**config.mk**
```make
export PLATFORM = sky130hd
export DESIGN_NAME = regfile_wr_arbiter_flat
export DESIGN_NICKNAME = d
export VERILOG_FILES = /design/src/rtl/regfile_wr_arbiter_if.sv /design/src/rtl/regfile_wr_arbiter.sv /design/src/flat_wrapper.sv
export SDC_FILE = /design/constraint.sdc
export NUM_CORES = 1
export LEC_CHECK = 0
export BUFFER_PORTS_ARGS = -buffer_cell sky130_fd_sc_hd__buf_2
export CORE_MARGIN = 2
export CORE_UTILIZATION = 49
export CTS_CLUSTER_DIAMETER = 120
export DETAILED_ROUTE_END_ITERATION = 12
export PLACE_DENSITY = 0.86
export SYNTH_ARGS = -nofsm -noshare
export SYNTH_HDL_FRONTEND = slang
export SYNTH_SLANG_ARGS = --single-unit
export TNS_END_PERCENT = 50
```
**constraint.sdc**
```tcl
create_clock -name clk -period 5.6 [get_ports clk]
set_input_delay 1.12 -clock clk [delete_from_list [all_inputs] [get_ports clk]]
set_output_delay 1.12 -clock clk [all_outputs]
set_load 0.05 [all_outputs]
```
**src/rtl/regfile_wr_arbiter_if.sv**
```systemverilog
// Write-port bundle between the two writeback sources and the register file arbiter.
// The arbiter takes the slave view; whatever drives the requests takes the master view.
interface regfile_wr_arbiter_if #(
  parameter int DATA_W = 64,
  parameter int CNT_W  = 8
);
  logic              hold;
  logic              req0_valid;
  logic              req0_ready;
  logic [4:0]        req0_addr;
  logic [DATA_W-1:0] req0_data;
  logic              req1_valid;
  logic              req1_ready;
  logic [4:0]        req1_addr;
  logic [DATA_W-1:0] req1_data;
  logic [31:0]       wren;
  logic [DATA_W-1:0] wdata;
  logic              fwd_valid;
  logic [4:0]        fwd_addr;
  logic [CNT_W-1:0]  xzr_drops;

  modport master (
    output hold,
    output req0_valid, req0_addr, req0_data,
    output req1_valid, req1_addr, req1_data,
    input  req0_ready, req1_ready,
    input  wren, wdata, fwd_valid, fwd_addr, xzr_drops
  );

  modport slave (
    input  hold,
    input  req0_valid, req0_addr, req0_data,
    input  req1_valid, req1_addr, req1_data,
    output req0_ready, req1_ready,
    output wren, wdata, fwd_valid, fwd_addr, xzr_drops
  );
endinterface

```
**src/rtl/regfile_wr_arbiter.sv**
```systemverilog
// Round-robin arbiter sharing the single register-file write port between ALU and load writeback.
// Writes to X31 are accepted but dropped at the wren stage and counted in a saturating counter.
module regfile_wr_arbiter #(
  parameter int DATA_W = 64,
  parameter int CNT_W  = 8
) (
  input  logic                 clk,
  input  logic                 reset,
  regfile_wr_arbiter_if.slave  bus
);

  localparam logic [4:0]       XZR_ADDR = 5'd31;
  localparam logic [CNT_W-1:0] CNT_MAX  = {CNT_W{1'b1}};

  logic              grant0_s;
  logic              grant1_s;
  logic              xfer_s;
  logic [4:0]        sel_addr_s;
  logic [DATA_W-1:0] sel_data_s;

  logic [31:0]       wren_q,      wren_d;
  logic [DATA_W-1:0] wdata_q,     wdata_d;
  logic              fwd_valid_q, fwd_valid_d;
  logic [4:0]        fwd_addr_q,  fwd_addr_d;
  logic [CNT_W-1:0]  drops_q,     drops_d;
  logic              last_q,      last_d;

  // Grant selection: a tie goes to whichever requester did not win last.
  always_comb begin
    grant0_s = 1'b0;
    grant1_s = 1'b0;
    if (bus.hold) begin
      grant0_s = 1'b0;
      grant1_s = 1'b0;
    end else if (bus.req0_valid && bus.req1_valid) begin
      grant0_s = last_q;
      grant1_s = ~last_q;
    end else begin
      grant0_s = bus.req0_valid;
      grant1_s = bus.req1_valid;
    end
  end

  assign xfer_s     = grant0_s | grant1_s;
  assign sel_addr_s = grant1_s ? bus.req1_addr : bus.req0_addr;
  assign sel_data_s = grant1_s ? bus.req1_data : bus.req0_data;

  // Next-state for the wren stage, forwarding tap, drop counter and round-robin pointer.
  always_comb begin
    wren_d      = 32'd0;
    fwd_valid_d = 1'b0;
    wdata_d     = wdata_q;
    fwd_addr_d  = fwd_addr_q;
    drops_d     = drops_q;
    last_d      = last_q;
    if (xfer_s) begin
      wdata_d    = sel_data_s;
      fwd_addr_d = sel_addr_s;
      last_d     = grant1_s;
      if (sel_addr_s != XZR_ADDR) begin
        wren_d      = 32'd1 << sel_addr_s;
        fwd_valid_d = 1'b1;
      end else if (drops_q != CNT_MAX) begin
        drops_d = drops_q + CNT_W'(1);
      end else begin
        drops_d = drops_q;
      end
    end else begin
      last_d = last_q;
    end
  end

  // State registers; last_q resets to 1 so requester 0 takes the first tie.
  always_ff @(posedge clk or posedge reset) begin
    if (reset) begin
      wren_q      <= 32'd0;
      wdata_q     <= {DATA_W{1'b0}};
      fwd_valid_q <= 1'b0;
      fwd_addr_q  <= 5'd0;
      drops_q     <= {CNT_W{1'b0}};
      last_q      <= 1'b1;
    end else begin
      wren_q      <= wren_d;
      wdata_q     <= wdata_d;
      fwd_valid_q <= fwd_valid_d;
      fwd_addr_q  <= fwd_addr_d;
      drops_q     <= drops_d;
      last_q      <= last_d;
    end
  end

  assign bus.req0_ready = grant0_s;
  assign bus.req1_ready = grant1_s;
  assign bus.wren       = wren_q;
  assign bus.wdata      = wdata_q;
  assign bus.fwd_valid  = fwd_valid_q;
  assign bus.fwd_addr   = fwd_addr_q;
  assign bus.xzr_drops  = drops_q;

endmodule

```
**src/flat_wrapper.sv**
```systemverilog
// flat-port wrapper written by rule: the top's interface ports become plain ports
module regfile_wr_arbiter_flat 
#(
  parameter int DATA_W = 64,
  parameter int CNT_W  = 8
)
  (clk, reset, bus_hold, bus_req0_valid, bus_req0_addr, bus_req0_data, bus_req1_valid, bus_req1_addr, bus_req1_data, bus_req0_ready, bus_req1_ready, bus_wren, bus_wdata, bus_fwd_valid, bus_fwd_addr, bus_xzr_drops);
  regfile_wr_arbiter_if #(.DATA_W(DATA_W), .CNT_W(CNT_W)) bus_i ();
  input  logic clk;
  input  logic reset;
  input wire logic [$bits(bus_i.hold)-1:0] bus_hold;
  input wire logic [$bits(bus_i.req0_valid)-1:0] bus_req0_valid;
  input wire logic [$bits(bus_i.req0_addr)-1:0] bus_req0_addr;
  input wire logic [$bits(bus_i.req0_data)-1:0] bus_req0_data;
  input wire logic [$bits(bus_i.req1_valid)-1:0] bus_req1_valid;
  input wire logic [$bits(bus_i.req1_addr)-1:0] bus_req1_addr;
  input wire logic [$bits(bus_i.req1_data)-1:0] bus_req1_data;
  output wire logic [$bits(bus_i.req0_ready)-1:0] bus_req0_ready;
  output wire logic [$bits(bus_i.req1_ready)-1:0] bus_req1_ready;
  output wire logic [$bits(bus_i.wren)-1:0] bus_wren;
  output wire logic [$bits(bus_i.wdata)-1:0] bus_wdata;
  output wire logic [$bits(bus_i.fwd_valid)-1:0] bus_fwd_valid;
  output wire logic [$bits(bus_i.fwd_addr)-1:0] bus_fwd_addr;
  output wire logic [$bits(bus_i.xzr_drops)-1:0] bus_xzr_drops;
  assign bus_i.hold = bus_hold;
  assign bus_i.req0_valid = bus_req0_valid;
  assign bus_i.req0_addr = bus_req0_addr;
  assign bus_i.req0_data = bus_req0_data;
  assign bus_i.req1_valid = bus_req1_valid;
  assign bus_i.req1_addr = bus_req1_addr;
  assign bus_i.req1_data = bus_req1_data;
  assign bus_req0_ready = bus_i.req0_ready;
  assign bus_req1_ready = bus_i.req1_ready;
  assign bus_wren = bus_i.wren;
  assign bus_wdata = bus_i.wdata;
  assign bus_fwd_valid = bus_i.fwd_valid;
  assign bus_fwd_addr = bus_i.fwd_addr;
  assign bus_xzr_drops = bus_i.xzr_drops;
  regfile_wr_arbiter #(.DATA_W(DATA_W), .CNT_W(CNT_W)) u_core (.clk(clk), .reset(reset), .bus(bus_i));
endmodule
```
* Yosys cells after proc, flatten, opt, wreduce, memory -nomap -nowiden *
Index checks and enable logic that the tools add are counted.

storage, ports and cells
  input port bits = 143
  register bits = 111
  logic and storage cells = 25
  output and inout port bits = 112

cells by class
  eq/ne operators = 2
  bitwise operators = 3
  shifts and indexed selects = 1
  add/subtract/negate cells = 1
  reduce and logical (&&, ||, !) cells = 2
  muxes and demuxes = 10

operators by type and width
  kind                    number
  $mux W32                2
  $mux W64                1
  $shl A1 B5 Y32 const A  1
  $add A8 B1 Y8 const B   1
  $ne A8 B8 Y1 const B    1
  $mux W1                 6
  $mux W5                 1
  $ne A5 B5 Y1 const B    1
  $reduce_and A3 Y1       1
  $not A1 Y1              2
  $logic_and A1 B1 Y1     1
  $or A1 B1 Y1            1

* Logic depth before layout (Yosys ltp) *
Gate-level depths: netlist of the first run.

  depth in word-level cells = 7
  gate-level depth with buffers = 7
  depth with buffers taken out = 5

* Worst setup path after synthesis of the first run *
Ideal clock, no wire load.

  path type = input -> output
  from = input bus_hold
  to = output bus_req0_ready
  path buffers = 1
  cell stages on the path = 2
  setup slack = 2.117 ns
  data required time = 4.480 ns
  data arrival time = 2.363 ns
  path through = buf_2 -> nor3_1

between the ends
  longest elaborated chain between the ends = 1

ends and longest elaborated chain
  item         line                      source
  from (decl)  flat_wrapper.sv:11        input wire logic [$bits(bus_i.hold)-1:0] bus_hold;
  $mux W1      regfile_wr_arbiter.sv:32  if (bus.hold) begin
  to (decl)    flat_wrapper.sv:18        output wire logic [$bits(bus_i.req0_ready)-1:0] bus_req0_ready;

Every way passes these cells.

* Worst setup path in the final report of the first run *
  from = input bus_req1_valid
  to = output bus_req1_ready

between the ends
  longest elaborated chain between the ends = 3

ends and longest elaborated chain
  item                 line                      source
  from (decl)          flat_wrapper.sv:15        input wire logic [$bits(bus_i.req1_valid)-1:0] bus_req1_valid;
  $logic_and A1 B1 Y1  regfile_wr_arbiter.sv:35  end else if (bus.req0_valid && bus.req1_valid) begin
  $mux W1 *            regfile_wr_arbiter.sv:35
  $mux W1 *            regfile_wr_arbiter.sv:32
  to (decl)            flat_wrapper.sv:19        output wire logic [$bits(bus_i.req1_ready)-1:0] bus_req1_ready;

Every way passes the cells marked *; elsewhere a longest branch is shown, timed or not.

==> metrics list, run 1 <==
- The flow ran to the end, and the final reports show no timing, DRC or antenna violations.
- Total routing usage reported by global routing: 0.222
* Arrival time at the worst endpoint: 2.44 ns
* Final clock period utilization by the worst path: 0.635
- Total placed cells including tap cells: about 800
- Vias: a little over 4000
* Post-layout minimum cycle time: 3.56 ns
- Cell types occupying the most area after synthesis: dfrtp_1 (57%), mux2i_1 (14%), o21ai_0 (7.1%), nand2_1 (6.2%), nor3_1 (2.7%)
- A synthesized cell averages 10.8 sq um.
* Final Slew Violations: 0
- The floorplan step defined a die boundary enclosing between 10000 and 15000 sq um.
- The floorplan step set the die width to 103 um.
- Sequential share of power: 0.446
- Worst-case clock skew: 0.0173 ns
- On the final layout, the worst hold slack is 0.481 ns.
- Class of the tightest hold or removal check: reg2reg
* Diodes inserted: 0
- Tracing the worst setup path back leads to its startpoint at bus_req1_valid.
- Number of buffers added on ports: 254
* Pwr Total: roughly 2.1 mW
* Layout cells sized above 1: 0.411
- Deepest level of the CTS H-tree: 3
- For this design the top-level I/O count stands at ~260.
- Cell area reported after detailed placement: slightly above 6000 sq um
* Power spent charging and discharging nets: 769 uW
- Number of non-filler instances in the completed layout: around 830
- The share of total power dissipated in the clock network is 0.266.
- STA classifies the critical path endpoint as a primary output.
- In this run, distinct cell masters in the synthesized netlist total between 40 and 50.
* Finish-stage setup viols: 0
* Worst-case headroom to the max-slew limit: 0.241
- Buffers inserted during clock tree synthesis total 9.
* Antenna violations before repair: 0
- The first routing iteration left ~130 violations.
* Clk_lat worst skew: 0.38 ns
* Most common cell in the synthesized netlist: dfrtp_1
- Number of nets at the end of the flow: 832
- TritonCTS built the clock tree.
* Per-cell via count in the routed design: ~5.0
- Of the synthesized area, sequential elements account for 0.577.
* Cell at the root of the clock tree: clkbuf_8
* Class of the most critical setup path: in2out
- Pre-Repair DR Iteration Count: 6
- The analysis attributes to cell leakage a power of 3.35 nW.
* Met1 WL: 5.20 mm
* Setup repair after global routing missed its margin: false
- Tightest Pin Transition: 1.14 ns
- The clock drives 111 sinks.
- STA puts the critical path data required time at 4.48 ns.
* R2r startpoint: u_core.last_q
* Number of violations of the max-capacitance limit: 0
* Asr flop ratio synth: 1.00
- The detail route stage leaves a number of antenna-violating nets equal to 0.
- CP max FO: 36
* Largest area contributor in the netlist: dfrtp_1
- Clock-pin slew was measured on the worst setup and hold paths at ~0.090 ns.
- Maximum buffer depth of the clock tree: 2
- Detailed placement ended at an HPWL of 9.19 mm.
* Power per cell area: 323 nW/um^2
* Standard-cell row count: 36
- Routability-driven placement finished with a final weighted congestion of ~0.86.
- Total wirelength of the detailed-routed design: ~12 mm
- Timing would allow up to 281 MHz.
- Maximum number of pins on one net before global-route repair: around 140
- Source of the worst hold timing path: u_core.bus.wdata[55]
- Initial standard-cell utilization of the core: 0.500
* Detail Route met3 WL: roughly 670 um
- After routing, the total negative slack on setup checks comes to 0 ns.
* Sw Ratio: 0.372
- The first global-routing pass estimated 18.2 mm of wire.
* Number of hold violations in the final report: 0
- In this run, post-CTS hold repair placed 0 buffers.
- Mapped cell area: 4820 sq um
* Area of the core: 9640 sq um
- The die is 103 um tall.
- Counting cells, the worst reg-to-reg path comes to 6.
* Number of global-route vias before repair: 3731
- Net count of the mapped netlist: 591
- Counting instances, the worst hold path has a depth of 2.
- Counting flops with a built-in enable in the synthesized netlist gives 0.
* Area of all placed cells without fillers: 6410 sq um
* Post-synthesis register bit count: between 100 and 150
- By count the netlist is led by dfrtp_1 (110), nand2_1 (79), mux2i_1 (68), o21ai_0 (68), nor3_1 (26).
* Comb pwr share: 0.287
- During synthesis, Yosys emitted a total of 0 warnings.
- Cell internal power was estimated by the tool at approximately 1.3 mW.
- Remaining design rule violation count: 0
* Cts repair resizes: 0
- Uppermost metal layer occupied by signal nets: met4
- Area delta synth->final: 33.1%
- Number of buffers inserted to repair setup after CTS: 0
- For this run the aggregate overflow at the end of global routing stands at 0.
* Synth Instances: 447
* Area fraction of the dominant cell type after synthesis: 0.572
* IR Drop Worst-Case VDD: 207 uV
* Met2 wire len: 6.13 mm
* Most used flip-flop cell after synthesis: dfrtp_1
* Final routed wire length divided by cell count: 14.8 um
- The worst setup path is launched from an input port.
## metal layers
metal,GRT usage,up-vias
li1,-,2030
met1,0.299,1905
met2,0.360,163
met3,0.0427,20
met4,0.0820,0
met5,0,-
## final timing paths
kind / to / slack [ns]
setup / recovery: bus_req1_ready / 2.04
hold / removal: u_core.bus.wdata[55] / 0.48
setup reg to reg: u_core.bus.wdata[52] / 3.14
hold reg to reg: u_core.bus.wdata[55] / 0.48
max in group asynchronous: u_core.bus.xzr_drops[0] / 3.58
min in group asynchronous: u_core.bus.wdata[37] / 0.78
## metrics by stage
step	util	setup WS, ns
2_1_floorplan	-	1.55
3_3_place_gp	0.641	2.06
3_5_place_dp	0.641	2.02
4_1_cts	0.665	2.02
5_1_grt	0.665	1.96
6_report	0.665	2.04
## state kept, by name, summed over array words and instances, names as in the netlist
register / cells
u_core.bus.fwd_addr: 5
u_core.last_q: 1
u_core.bus.wdata: 64
u_core.bus.fwd_valid: 1
u_core.bus.wren: 32
u_core.bus.xzr_drops: 8
## layout make-up
class                           count  area (sq um)
Fill cell                         775          3230
Sequential cell                   111          2780
Multi-Input combinational cell    303          1910
Timing Repair Buffer              258          1300
Tap cell                          133           166
Clock buffer                       10           138
Clock inverter                      6          95.1
Inverter                            5          21.3
## power by group through the flow
stage / clock [mW] / sequential, mW / combinational (mW)
2_1_floorplan: 0 / 1.20 / 0.152
3_3_place_gp: 0 / 0.935 / 0.585
3_5_place_dp: 0 / 0.937 / 0.598
4_1_cts: 0.561 / 0.924 / 0.598
5_1_grt: 0.592 / 0.934 / 0.634
6_report: 0.551 / 0.924 / 0.595
## kinds of logic (layout without fill, tap and decap cells)
family	count (synthesis)	in the layout	share of synthesized area
and+or+nand+nor	142	142	0.135
DFF	111	111	0.577
AOI/OAI and AO/OA	82	82	0.0964
muxes	71	71	0.148
buffers and inverters	33	279	0.0291
xor gates and xnor gates	6	6	0.0109
adders and majority gates	1	1	0.00260
other	1	1	0.000779
## layout by cell type, fill, tap and decap left out, types with 6 or more instances in the layout
cell and instances:
o21ai_0 68, mux2i_1 68, nand2_1 79, nor2_1 14, clkbuf_8 10, buf_2 254
nor3_1 26, xor2_1 6, dfrtp_1 110
## worst max-delay path: stages
cell	delay, ns
buf_2	0.15
a21bo_4	0.27
nor2_4	0.07
buf_4	0.44
buf_2	0.38
(Power assumes the default switching activity.)
==> run 2: changes to the inputs <==
--- a/config.mk
+++ b/config.mk
@@ -7,10 +7,10 @@
 export LEC_CHECK = 0
 export BUFFER_PORTS_ARGS = -buffer_cell sky130_fd_sc_hd__buf_2
 export CORE_MARGIN = 2
-export CORE_UTILIZATION = 49
+export CORE_UTILIZATION = 45
 export CTS_CLUSTER_DIAMETER = 120
 export DETAILED_ROUTE_END_ITERATION = 12
-export PLACE_DENSITY = 0.86
+export PLACE_DENSITY = 0.8
 export SYNTH_ARGS = -nofsm -noshare
 export SYNTH_HDL_FRONTEND = slang
 export SYNTH_SLANG_ARGS = --single-unit
==> constraint.sdc (replaced) <==
create_clock -name clk -period 3.54 [get_ports clk]
set_input_delay 0.708 -clock clk [delete_from_list [all_inputs] [get_ports clk]]
set_output_delay 0.708 -clock clk [all_outputs]
set_load 0.05 [all_outputs]
==> run 2 against run 1 <==
  * Via count up 1.5%
  * Wire length up 1.2%
  * Clock power up 38%
  * Sequential cell count unchanged
  * Final area down 0.18%
  * Sequential share of layout area up 0.076 points
  * Highest routed layer unchanged
==> metrics list, run 2 (synthesis gave the netlist of run 1 again) <==
- Initial standard-cell utilization of the core: 0.464
* Area delta synth->final: 32.8%
- Critical path launch point type: input port
- In the final layout, the share of cells above drive strength 1 is 0.411.
- Walking the worst path, the cells encountered are buf_2 -> a21bo_4 -> nor2_4 -> buf_2.
- The count of nets left with antenna violations once routing finished came out at 0.
- Antenna violations before repair: 0
- Clock-pin slew on the worst setup and hold paths: 0.10 ns
* Final worst hold slack: 0.484 ns
- The critical path in this run is classified as in2out.
* Remaining design rule violation count: 0
- Data on the critical path is required at its endpoint by approximately 2.8 ns.
* Largest register FFs: 64
- Area of the core: 10400 sq um
* Worst-case clock skew: around 0.008 ns
- For this design the static power due to leakage is 3.33 nW.
- Die width: 107 um
* Post-placement setup slack: 0.811 ns
- Diodes inserted: 0
- For the worst-skew pair, the clock arrives at the later sink with an insertion delay of 0.36 ns.
* Final Slew Violations: 0
* Filler cell count in the final layout: slightly below 900
* Arrival time at the worst endpoint: 1.65 ns
- Global routing finished with a remaining overflow of 0.
- Highest achievable clock rate: 424 MHz
- In this run the worst path has a maximum fanout of 7.
- Deepest level of the CTS H-tree: 3
- In this run the tightest slew margin relative to its limit is 0.395.
- After detailed routing, the average wire length per cell comes to 14.9 um.
* Die outline area: 11500 sq um
- TritonCTS built the clock tree.
- The first routing iteration left 187 violations.
* Post-CTS Hold Buffers: 0
- For this run, the number of standard cells in the final layout without fillers is 830.
- Entering global routing, the biggest net connects 72 pins.
- Master of the slowest instance on the critical path: buf_2
- The min-delay analysis places its worst path in the category reg2reg.
- The number of gates resized after CTS was 0.
- Setup slack closes at about 1.2 ns.
* WP buf/inv: 2
* Maximum buffer depth of the clock tree: 2
* Total wirelength of the detailed-routed design: 12.4 mm
- Post-Route Setup TNS: 0 ns
- The tool flagged a number of max-cap violations equal to 0.
- The congestion estimate from routability-driven global placement came to 0.869.
- Stage delay of the slowest cell on the critical path: roughly 0.32 ns
- TritonCTS buffer count: 9
- Dividing total power by cell area gives a power density of 494 nW/um^2.
- The HPWL after detailed placement is 9.52 mm.
- Chip height: 107 um
* Pwr Total: 3.16 mW
- The multi-input combinational cells in the finished layout cover a total of 1910 sq um.
* Number of global-route vias before repair: 4123
- Per-cell via count in the routed design: between 5 and 6
- The first TritonRoute pass finished after 4 iterations.
* Number of nets at the end of the flow: 833
* Outcome: finished, final reports clean
- The routed design could run at a clock period as short as ~2.4 ns.
- Standard-cell row count: 37
- In the final layout, flip-flops and latches occupy around 2800 sq um.
- Tightest Pin Transition: 0.906 ns
- In the finished design, the share of the clock period the worst path needs comes to 0.666.
- Most frequent cells in the layout: buf_2 (254), dfrtp_1 (110), nand2_1 (79)
- Finish-stage setup viols: 0
- Vias: 4178
- For this run, the total global-route usage over all layers was measured as 0.212.
- The final number of hold-violating endpoints is 0.
- Counting tap cells, the placed design contains a total of 814 instances.
* Kind of capture point of the worst setup path: primary output
- Top cell by count, worst path: buf_2
- The first global-routing pass estimated around 19 mm of wire.
* Number of buffers inserted to repair setup after CTS: 0
* Leading cell type in the layout, fill and taps excluded: buf_2
- The worst-case IR drop observed on VDD is 261 uV.
- TritonCTS sink count: 111
* Number of buffers added on ports: 254
* IO Pins: 255
* Setup repair after global routing missed its margin: false
- CTS placed an instance of clkbuf_8 at the clock tree root.
* Delay-heaviest family, CP: buffers and inverters
## run 2: routing by layer
metal,up-vias,GRT usage,wire (um),share of wire
li1,2029,-,-,-
met1,1951,0.273,5060,0.41
met2,178,0.365,6310,0.51
met3,20,0.0321,773,0.062
met4,0,0.0751,240,0.019
met5,-,0,0,0
## run 2: metrics by stage
step / instance area, sq um / util
after CTS: 6400 / 0.617
after global placement: 6200 / 0.598
final: 6400 / 0.617
after global routing: 6400 / 0.617
after floorplan: 4820 / -
after detailed placement: 6200 / 0.598
## run 2: power breakdown
| part | switching (mW) | internal (mW) | total (mW) |
|---|---|---|---|
| sequential | 0.0709 | 1.39 | 1.46 |
| combinational | 0.699 | 0.243 | 0.941 |
| clock | 0.427 | 0.333 | 0.761 |
| total | 1.20 | 1.96 | 3.16 |
## run 2: layout make-up
type                    instances  share of cell area
flip-flops and latches        111               0.434
inverters                       5             0.00352
repair buffers                259               0.207
clock inverters                 6              0.0108
well taps                     136              0.0266
multi-input cells             303               0.298
clock buffers                  10              0.0199
## run 2: final timing paths
| kind | start | endpoint | slack [ns] | cells past startpoint |
|---|---|---|---|---|
| worst max-delay path | bus_req1_valid | bus_req1_ready | 1.18 | 4 |
| worst min-delay path | u_core.bus.wdata[59] | u_core.bus.wdata[59] | 0.48 | 2 |
| worst max register to register | u_core.last_q | u_core.bus.wren[21] | 1.32 | 6 |
| worst min register to register | u_core.bus.wdata[59] | u_core.bus.wdata[59] | 0.48 | 2 |
| max in group asynchronous | reset | u_core.last_q | 2.17 | 3 |
| min in group asynchronous | reset | u_core.bus.wdata[6] | 0.51 | 2 |
## run 2: worst reg2reg max path, cell delays in order, from the launching register on
cell and delay [ns]:
dfstp_2 0.41, a21bo_4 0.24, nor2_4 0.19, buf_4 0.47, nor3b_1 0.10, a31oi_1 0.56, nor3_1 0.12
==> run 3: changes to the inputs <==
==> constraint.sdc (replaced) <==
create_clock -name clk -period 2.26 [get_ports clk]
set_input_delay 0.452 -clock clk [delete_from_list [all_inputs] [get_ports clk]]
set_output_delay 0.452 -clock clk [all_outputs]
set_load 0.05 [all_outputs]
==> run 3 against run 2 <==
  * Non-clock buffer count grew 8
  * Worst hold slack lost 0.38 ns
  * Final cell count grew 0.96%
  * Final area grew 2.1%
  * Count of clock-buffer cells in the layout shrank 1
  * Utilization grew 1.3 points
  * Worst setup slack lost 1.1 ns
  * Critical endpoint unchanged
  * Largest power group unchanged
==> metrics list, run 3 (synthesis gave the netlist of run 1 again) <==
- Kind of capture point of the worst setup path: primary output
- Stage delay of the slowest cell on the critical path: roughly 0.42 ns
* Outcome: finished, final reports clean
* Chip height: 107 um
- For this design the ratio of total power to cell area is 766 nW/um^2.
- Setup violations remaining at the end of the flow were counted as 0.
* Vias: 4203
- Most frequent cells in the layout: buf_2 (253), dfrtp_1 (110), nand2_1 (79)
- Along the worst path, the maximum fanout reaches 20.
- Maximum buffer depth of the clock tree: 2
* Diodes inserted: 0
- Deepest level of the CTS H-tree: 3
* Maximum number of pins on one net before global-route repair: 138
* Post-CTS Hold Buffers: 0
* Setup repair after global routing missed its margin: false
- The initial antenna violation count was 0.
- Chain of cells forming the critical path: a21bo_4 -> nor2_4 -> buf_12 -> buf_4
- The first global-routing pass estimated 19.5 mm of wire.
- Class of the tightest hold or removal check: in2async
- Leaving out fill and tap cells, the most frequent cell in the layout is buf_2.
* Gpl congestion: 0.883
- Critical path launch point type: flip-flop
- STA puts the critical path data required time at around 1.8 ns.
- IO Pins: 255
- WP buf/inv: 2
- TritonCTS built the clock tree.
* Number of buffers added on ports: 254
- For this block, the routed nets add up to 12.8 mm of wire.
- Remaining antenna violation count: 0
* Layout cells sized above 1: 0.419
- The final number of hold-violating endpoints is 0.
- Master of the slowest instance on the critical path: dfstp_2
- At the pin with the least slew margin, the transition time is 0.530 ns.
- Die width: 107 um
- Standard-cell row count: 37
- Total routing usage reported by global routing: 0.213
- Delay-heaviest family, CP: buffers and inverters
- Leakage component of the power: 3.40 nW
- The number of global-route vias before repair was 4134.
- Post-Route Setup TNS: 0 ns
- Number of violations of the max-capacitance limit: 0
- Post-layout util: 0.630
- Per-cell via count in the routed design: 5.02
- TritonCTS buffer count: 9
- The total overflow left after global routing is 0.
- Largest register FFs: 64
- Timing would allow up to 461 MHz.
* Area of the core: 10400 sq um
- Pre-Repair DR Iteration Count: 4
* Clk_lat worst skew: 0.36 ns
- Final routed wire length divided by cell count: approximately 15 um
* Area delta synth->final: 35.6%
* 1st-iter DRT viols: 216
* Post-layout minimum cycle time: 2.17 ns
- Initial standard-cell utilization of the core: 0.464
- Dividing the final minimum period by the clock period gives 0.959.
- VDD sags by at most 464 uV.
- Clock-pin slew on the worst setup and hold paths: between 0.1 and 0.15 ns
- After detailed routing, the number of remaining DRC violations is 0.
- For the worst setup path, the data arrival time is 1.71 ns.
* TritonCTS sink count: 111
* Final Slew Violations: 0
- CTS placed an instance of clkbuf_8 at the clock tree root.
* Number of nets at the end of the flow: 841
- Worst-case headroom to the max-slew limit: 0.646
* Die outline area: 11500 sq um
- Worst-case clock skew: 0.0191 ns
- Placed wire-length estimate after detailed placement: 9.71 mm
- Class of the most critical setup path: reg2out
[run 3: path summary, 6_finish.rpt]
check | from | to | slack, ns | cells after the start
hold reg to reg | u_core.bus.wdata[63] | u_core.bus.wdata[63] | 0.48 | 2
hold / removal | reset | u_core.bus.wren[29] | 0.11 | 2
min in group clk | bus_req0_data[53] | u_core.bus.wdata[53] | 0.36 | 3
setup / recovery | u_core.last_q | bus_req1_ready | 0.09 | 4
setup reg to reg | u_core.last_q | u_core.bus.wren[4] | 0.24 | 6
max in group asynchronous | reset | u_core.last_q | 1.49 | 3
[run 3: layer usage]
layer	vias up	global-route usage	share of wire
met3	18	0.0357	0.052
met5	-	0	0
met1	1976	0.269	0.41
li1	2044	-	-
met4	0	0.0641	0.016
met2	165	0.377	0.53
[run 3: what timing repair did]
| item | in CTS | in global routing |
|---|---|---|
| pin swaps | 0 | 1 |
| setup endpoints to repair | 1 | 1 |
| resized for setup | 1 | 0 |
| gates cloned | 0 | 1 |
| setup buffers | 0 | 2 |
[run 3: power breakdown]
| group | internal [mW] | switching (mW) | leakage [nW] |
|---|---|---|---|
| clock | 0.450 | 0.755 | 0.105 |
| sequential | 2.17 | 0.110 | 1.42 |
| combinational | 0.405 | 1.11 | 1.87 |
[run 3: metrics by stage]
stage                     hold slack, ns  instances  instance area [sq um]  power (mW)  setup slack, ns
after floorplan                    0.520        447                   4820        3.36            0.113
after global placement             0.458        819                   6280        3.79            0.129
after detailed placement           0.465        819                   6280        3.83           0.0684
after CTS                          0.107        835                   6490        5.03          0.00722
after global routing               0.114        838                   6530        5.25           0.0262
final                              0.106        838                   6530        5.00           0.0930
[run 3: area by class of cell]
class                           instances  area, sq um
Fill cell                             859         3840
Sequential cell                       111         2780
Multi-Input combinational cell        303         1910
Timing Repair Buffer                  267         1440
Tap cell                              136          170
Clock buffer                            9          124
Clock inverter                          7         86.3
Inverter                                5         22.5
